--- src/rtl/sync_fifo_param.sv ---
// Single-clock FIFO with occupancy count, programmable almost-full/almost-empty
// thresholds, a read-valid strobe and sticky overflow/underflow error flags.
module sync_fifo_param #(
  parameter int WIDTH    = 8,
  parameter int DEPTH    = 16,
  parameter int AF_LEVEL = DEPTH - 2,
  parameter int AE_LEVEL = 2
) (
  input  logic                       clk,
  input  logic                       reset,
  input  logic                       write,
  input  logic [WIDTH-1:0]           write_data,
  input  logic                       read,
  output logic [WIDTH-1:0]           read_data,
  output logic                       read_valid,
  output logic                       full,
  output logic                       empty,
  output logic                       almost_full,
  output logic                       almost_empty,
  output logic [$clog2(DEPTH+1)-1:0] count,
  output logic                       overflow,
  output logic                       underflow
);

  localparam int PTR_W = $clog2(DEPTH);
  localparam int CNT_W = $clog2(DEPTH + 1);

  localparam logic [CNT_W-1:0] FULL_CNT = CNT_W'(DEPTH);
  localparam logic [CNT_W-1:0] AF_CNT   = CNT_W'(AF_LEVEL);
  localparam logic [CNT_W-1:0] AE_CNT   = CNT_W'(AE_LEVEL);

  logic [WIDTH-1:0] mem [DEPTH];
  logic [PTR_W-1:0] wr_ptr;
  logic [PTR_W-1:0] rd_ptr;
  logic             rd_ok;
  logic             wr_ok;

  // A read at full frees its slot in the same cycle, so the write may proceed.
  assign rd_ok = read && !empty;
  assign wr_ok = write && (!full || rd_ok);

  assign full         = (count == FULL_CNT);
  assign empty        = (count == '0);
  assign almost_full  = (count >= AF_CNT);
  assign almost_empty = (count <= AE_CNT);

  // Storage: not reset; writes in a reset cycle are dropped.
  always_ff @(posedge clk) begin
    if (wr_ok && !reset) begin
      mem[wr_ptr] <= write_data;
    end
  end

  always_ff @(posedge clk) begin
    if (reset) begin
      wr_ptr     <= '0;
      rd_ptr     <= '0;
      count      <= '0;
      read_data  <= '0;
      read_valid <= 1'b0;
      overflow   <= 1'b0;
      underflow  <= 1'b0;
    end else begin
      read_valid <= rd_ok;
      if (wr_ok) begin
        wr_ptr <= wr_ptr + PTR_W'(1);
      end
      if (rd_ok) begin
        read_data <= mem[rd_ptr];
        rd_ptr    <= rd_ptr + PTR_W'(1);
      end
      case ({wr_ok, rd_ok})
        2'b10:   count <= count + CNT_W'(1);
        2'b01:   count <= count - CNT_W'(1);
        default: count <= count;
      endcase
      if (write && !wr_ok) begin
        overflow <= 1'b1;
      end
      if (read && !rd_ok) begin
        underflow <= 1'b1;
      end
    end
  end

endmodule

--- config.mk ---
export PLATFORM = sky130hd
export DESIGN_NAME = sync_fifo_param
export DESIGN_NICKNAME = d
export VERILOG_FILES = /design/src/rtl/sync_fifo_param.sv
export SDC_FILE = /design/constraint.sdc
export NUM_CORES = 1
export LEC_CHECK = 0
export CORE_AREA = 8 8 114 116
export DETAILED_ROUTE_END_ITERATION = 8
export DIE_AREA = 0 0 122 124
export GPL_ROUTABILITY_DRIVEN = 1
export PLACE_DENSITY = 0.81
export SETUP_SLACK_MARGIN = 0.02
export SLEW_MARGIN = 30
export SYNTH_ARGS = -nofsm -noshare
export SYNTH_HDL_FRONTEND = slang
export SYNTH_SLANG_ARGS = --single-unit
--- constraint.sdc ---
create_clock -name clk -period 3.5 [get_ports clk]
set_input_delay 0.7 -clock clk [delete_from_list [all_inputs] [get_ports clk]]
set_output_delay 0.7 -clock clk [all_outputs]
set_load 0.05 [all_outputs]
=== Word-level counts from Yosys, hierarchy flattened ===
Memory sizes are Yosys's and may differ from the RTL's. A register that Yosys moved wholly into a read port is not among the register bits.
Index checks and enable logic that the tools add are counted.

* $add $sub $neg: 4
* Equal/unequal tests: 3
* Muxes and demuxes: 3
* Reductions and logical operators: 13
* $lt $le $gt $ge: 2

{| class="wikitable"
|+ Operators with widths
! cell !! count
|-
| $pmux 5 s2 || 1
|-
| $add 4x1->4 const B || 2
|-
| $add 5x1->5 const B || 1
|-
| $eq 5x5->1 const B || 1
|-
| $ge 5x4->1 const B || 1
|-
| $le 5x2->1 const B || 1
|-
| $logic_and 1x1->1 || 5
|-
| $logic_not 1->1 || 5
|-
| $logic_not 5->1 || 1
|-
| $sub 5x1->5 const B || 1
|-
| $eq 2x1->1 const B || 1
|-
| $eq 2x2->1 const B || 1
|-
| $mux 1 || 2
|-
| $reduce_bool 2->1 || 1
|-
| $logic_or 1x1->1 || 1
|}

* Bits in writable memories: 128
* Logic and storage cells: 32
* Input bits: 12
* Bits in registers: 16
* Output and inout port bits: 20
* Memories kept: 1

{| class="wikitable"
|+ Memory list
! name !! depth !! width !! read ports !! clocked after memory_dff !! write ports !! line !! text
|-
| mem || 16 || 8 || 1 || 1 || 1 || 32 || <nowiki>logic [WIDTH-1:0] mem [DEPTH];</nowiki>
|}

=== Longest topological paths before layout ===
Gate-level depths: netlist of the first run.

* Depth after elaboration: 8
* Depth in mapped cells: 9

=== Worst setup path after synthesis of the first run ===
No wires, ideal clock.

* Kind: flip-flop to output port
* From: register count[1]
* To: output almost_empty
* Cell stages (with the launch flop): 2
* Data arrival time: 3107 ps
* Buffers on the path: 0
* Path slack: -307 ps
* Cells stage by stage: dfxtp_1 a2111oi_0

* Cells in the longest elaborated chain, start to end: 1

{| class="wikitable"
|+ Ends and longest elaborated chain
! element !! line !! text
|-
| start, declared || 20 || <nowiki>output logic [$clog2(DEPTH+1)-1:0] count,</nowiki>
|-
| start signal, assigned || 73 || <nowiki>2'b10: count <= count + CNT_W'(1);</nowiki>
|-
| start signal, assigned || 74 || <nowiki>2'b01: count <= count - CNT_W'(1);</nowiki>
|-
| start signal, assigned || 75 || <nowiki>default: count <= count;</nowiki>
|-
| $le 5x2->1 || 45 || <nowiki>assign almost_empty = (count <= AE_CNT);</nowiki>
|-
| end, declared || 19 || <nowiki>output logic almost_empty,</nowiki>
|}

Every way passes these cells.

=== Worst setup path after layout of the first run ===
* From: register count[0]
* To: output empty

* Cells in the longest elaborated chain, start to end: 1

{| class="wikitable"
|+ Ends and longest elaborated chain
! element !! line !! text
|-
| $logic_not 5->1 || 43 || <nowiki>assign empty = (count == '0);</nowiki>
|-
| end, declared || 17 || <nowiki>output logic empty,</nowiki>
|}

Every way passes these cells.

==> results of run 1 <==
==> worst max-delay path, cell delays in order, from the launching register on <==
cell             delay [ns]
dfxtp_1                0.40
or4_1                  0.75
nor2_1                 0.20
clkdlybuf4s50_1        0.83
==> state kept, by name, indices dropped and copies added (netlist names) <==
| name | count |
|---|---|
| underflow | 1 |
| count | 5 |
| overflow | 1 |
| read_data | 8 |
| mem | 128 |
| read_valid | 1 |
| wr_ptr | 4 |
| rd_ptr | 4 |
==> path summary, 6_finish.rpt <==
path / from / endpoint / slack [ns]
worst max-delay path: count[0] / empty / 0.20
worst max register to register: count[0] / count[4] / 0.50
worst min register to register: overflow / overflow / 0.47
worst min-delay path: overflow / overflow / 0.47
==> kinds of logic after synthesis <==
kind of cell	Yosys count	synth area share [%]
adder cells (fa/ha/maj)	9	1.96
flip-flops	152	70.6
buffers and inverters	28	2.06
AND/OR/NAND/NOR	70	5.53
XOR/XNOR	5	0.715
multiplexers	51	11.6
AO/OA/AOI/OAI	66	7.55
==> final cells by class <==
cell class              instances  area [µm²]  share of cell area, %
flip-flops and latches        152        4330                   60.3
clock buffers                  20         437                   6.09
repair buffers                 48         438                   6.10
well taps                     143         179                   2.49
multi-input cells             201        1680                   23.4
inverters                       9        33.8                  0.471
clock inverters                11        83.8                   1.17
==> report_power, final <==
part           internal [mW]  leakage (nW)  switching, mW  total, mW
clock network          0.959         0.250          0.665       1.62
registers               2.07          1.35          0.110       2.18
logic                  0.504         0.715          0.930       1.43
==> routing by layer <==
metal  wire [µm]  part of all wire (%)  vias to the layer above
li1            -                     -                     1591
met1        5240                    40                     1778
met2        6490                    50                      165
met3         929                   7.2                       23
met4         307                   2.4                        0
met5           0                     0                        -
==> metrics by stage <==
step | setup WS (ns) | power, mW | instance area, µm² | hold slack (ns)
6_report | 0.200 | 5.24 | 7180 | 0.469
4_1_cts | 0.185 | 5.27 | 7180 | 0.472
2_1_floorplan | 0.354 | 3.23 | 6130 | 0.534
5_1_grt | 0.0799 | 5.43 | 7180 | 0.508
3_3_place_gp | 0.499 | 3.59 | 6660 | 0.455
3_5_place_dp | 0.391 | 3.63 | 6660 | 0.458
==> placed cells by master, fill, tap and decap left out, types with 2 or more instances in the layout <==
master,instances
edfxtp_1,128
mux2i_1,34
clkdlybuf4s50_1,31
nor2_1,27
dfxtp_1,23
clkbuf_16,17
buf_4,17
mux4_2,16
o22ai_1,16
a21oi_1,14
o21ai_0,11
nor3_1,10
inv_1,9
nand2_1,9
a22oi_1,8
ha_1,8
nor2b_1,5
or3_1,4
nand4_1,4
clkinv_1,4
nand3_1,3
xnor2_1,3
clkinv_2,3
clkbuf_1,3
o211ai_2,2
nand2b_1,2
a31oi_1,2
xor2_1,2
clkinvlp_4,2
==> impl_metrics.tcl, run 1 <==
set metrics [dict create \
    worst_pin_slew_ns 0.898 \
    place_congestion 0.820 \
    numCtsBuffers 17 \
    cp.arrival_ns 2.60 \
    whs_path_depth 1 \
    wl_per_cell_um 22.2 \
    power_density_nw_per_um2 730 \
    p_leak_nw 2.31 \
    fin_crit_ns 3.30 \
    drive_above_1_share_pct 15.9 \
    synth_edf_count 128 \
    relSlewSlack_pct 39.9 \
    fin_setup_tns_ns 0 \
    critPathLaunchType "flip-flop" \
    ys.flop_type "edfxtp_1" \
    fin_skew_ns 0.00639 \
    synth_nets 402 \
    grt_max_degree 52 \
    r2r_cells 8 \
    power.ir.vdd_worst_mv 0.638 \
    fp.dieH_um 124 \
    via_count 3557 \
    grtUsageTotal_pct 17.9 \
    hold_path.class "reg2reg" \
    yosysSeqAreaShare_pct 70.6 \
    synth_seq_cells 152 \
    htree_levels 4 \
    clock_latency_ns 0.41 \
    chipWidth_um 122 \
    drtIter0Drc 311 \
    synth_area_leaders "edfxtp_1, dfxtp_1, mux4_2" \
    yosysMostFrequentCell "edfxtp_1" \
    hold_buffers 0 \
    netlist.area_leader.share_pct 62.7 \
    layoutNonFillerInstCount 584 \
    fin_nets 450 \
    grt_pass1_wl_um 19700 \
    antenna_cells 0 \
    io_buffers 31 \
    finalWirelength_um 13000 \
    outcome "finished clean" \
    initial_core_util_pct 54.8 \
    top_usage_layer "met2" \
    overflow 0 \
    first_global_vias 3586 \
    hpwl_um 8180 \
    grt_util_met2_pct 29.3 \
    fin_crit_sh_pct 94.3 \
    cts_tree "done" \
    drt-vias-per-instance 6.09 \
    cts.path.max_buffers 2 \
    ys_warn_count 0 \
    yosys.cell_types.count 48 \
    drc 0 \
    root_buffer "clkbuf_16" \
    io_pins 32 \
    use_met1_pct 22.1 \
    fmaxAchievable_ghz 0.303 \
    netlist.top_cell.by_area "edfxtp_1" \
    dp_cells 553 \
    cap_violations 0 \
    clock-sinks 152 \
    drtPass1Iterations 6 \
    synth_area_um2 6130 \
    required_ns 2.80 \
    worstPathMaxFanout 9 \
    ys_top_cells_by_count "edfxtp_1, mux2i_1, nor2_1" \
    syn_inst 381 \
    final_core_util_pct 64.2 \
    postCtsSetupBuffers 0 \
    setup_viol_count_final 0 \
    antenna_found_initial 0 \
    clkTransAtPathRegs_ns 0.06 \
    slew_viol_final 0 \
    nFillCells 778 \
    setup.worst_path.end_class "primary output" \
    rsz0062_at_grt "false" \
    worstSetupPathType "reg2out" \
    ant_nets 0 \
    rows 39 \
    synthToLayoutAreaGrowth_pct 17.1 \
    syn_area_per_cell_um2 16.1 \
    grt_use_met3_pct 4.49 \
    final_hold_viol_count 0 \
    core_um2 11200 \
    cts_resized 0 \
    async_flop_share_pct 0 \
    dieArea_um2 15100 \
]
(Power assumes the default switching activity.)
==> run 2, diff against run 1 <==
--- a/config.mk
+++ b/config.mk
@@ -11,6 +11,7 @@
 export GPL_ROUTABILITY_DRIVEN = 1
 export PLACE_DENSITY = 0.81
 export SETUP_SLACK_MARGIN = 0.02
+export SKIP_LAST_GASP = 1
 export SLEW_MARGIN = 30
 export SYNTH_ARGS = -nofsm -noshare
 export SYNTH_HDL_FRONTEND = slang
==> results of run 2 <==
No change in the layout: final DEF, timing and power equal those of run 1.
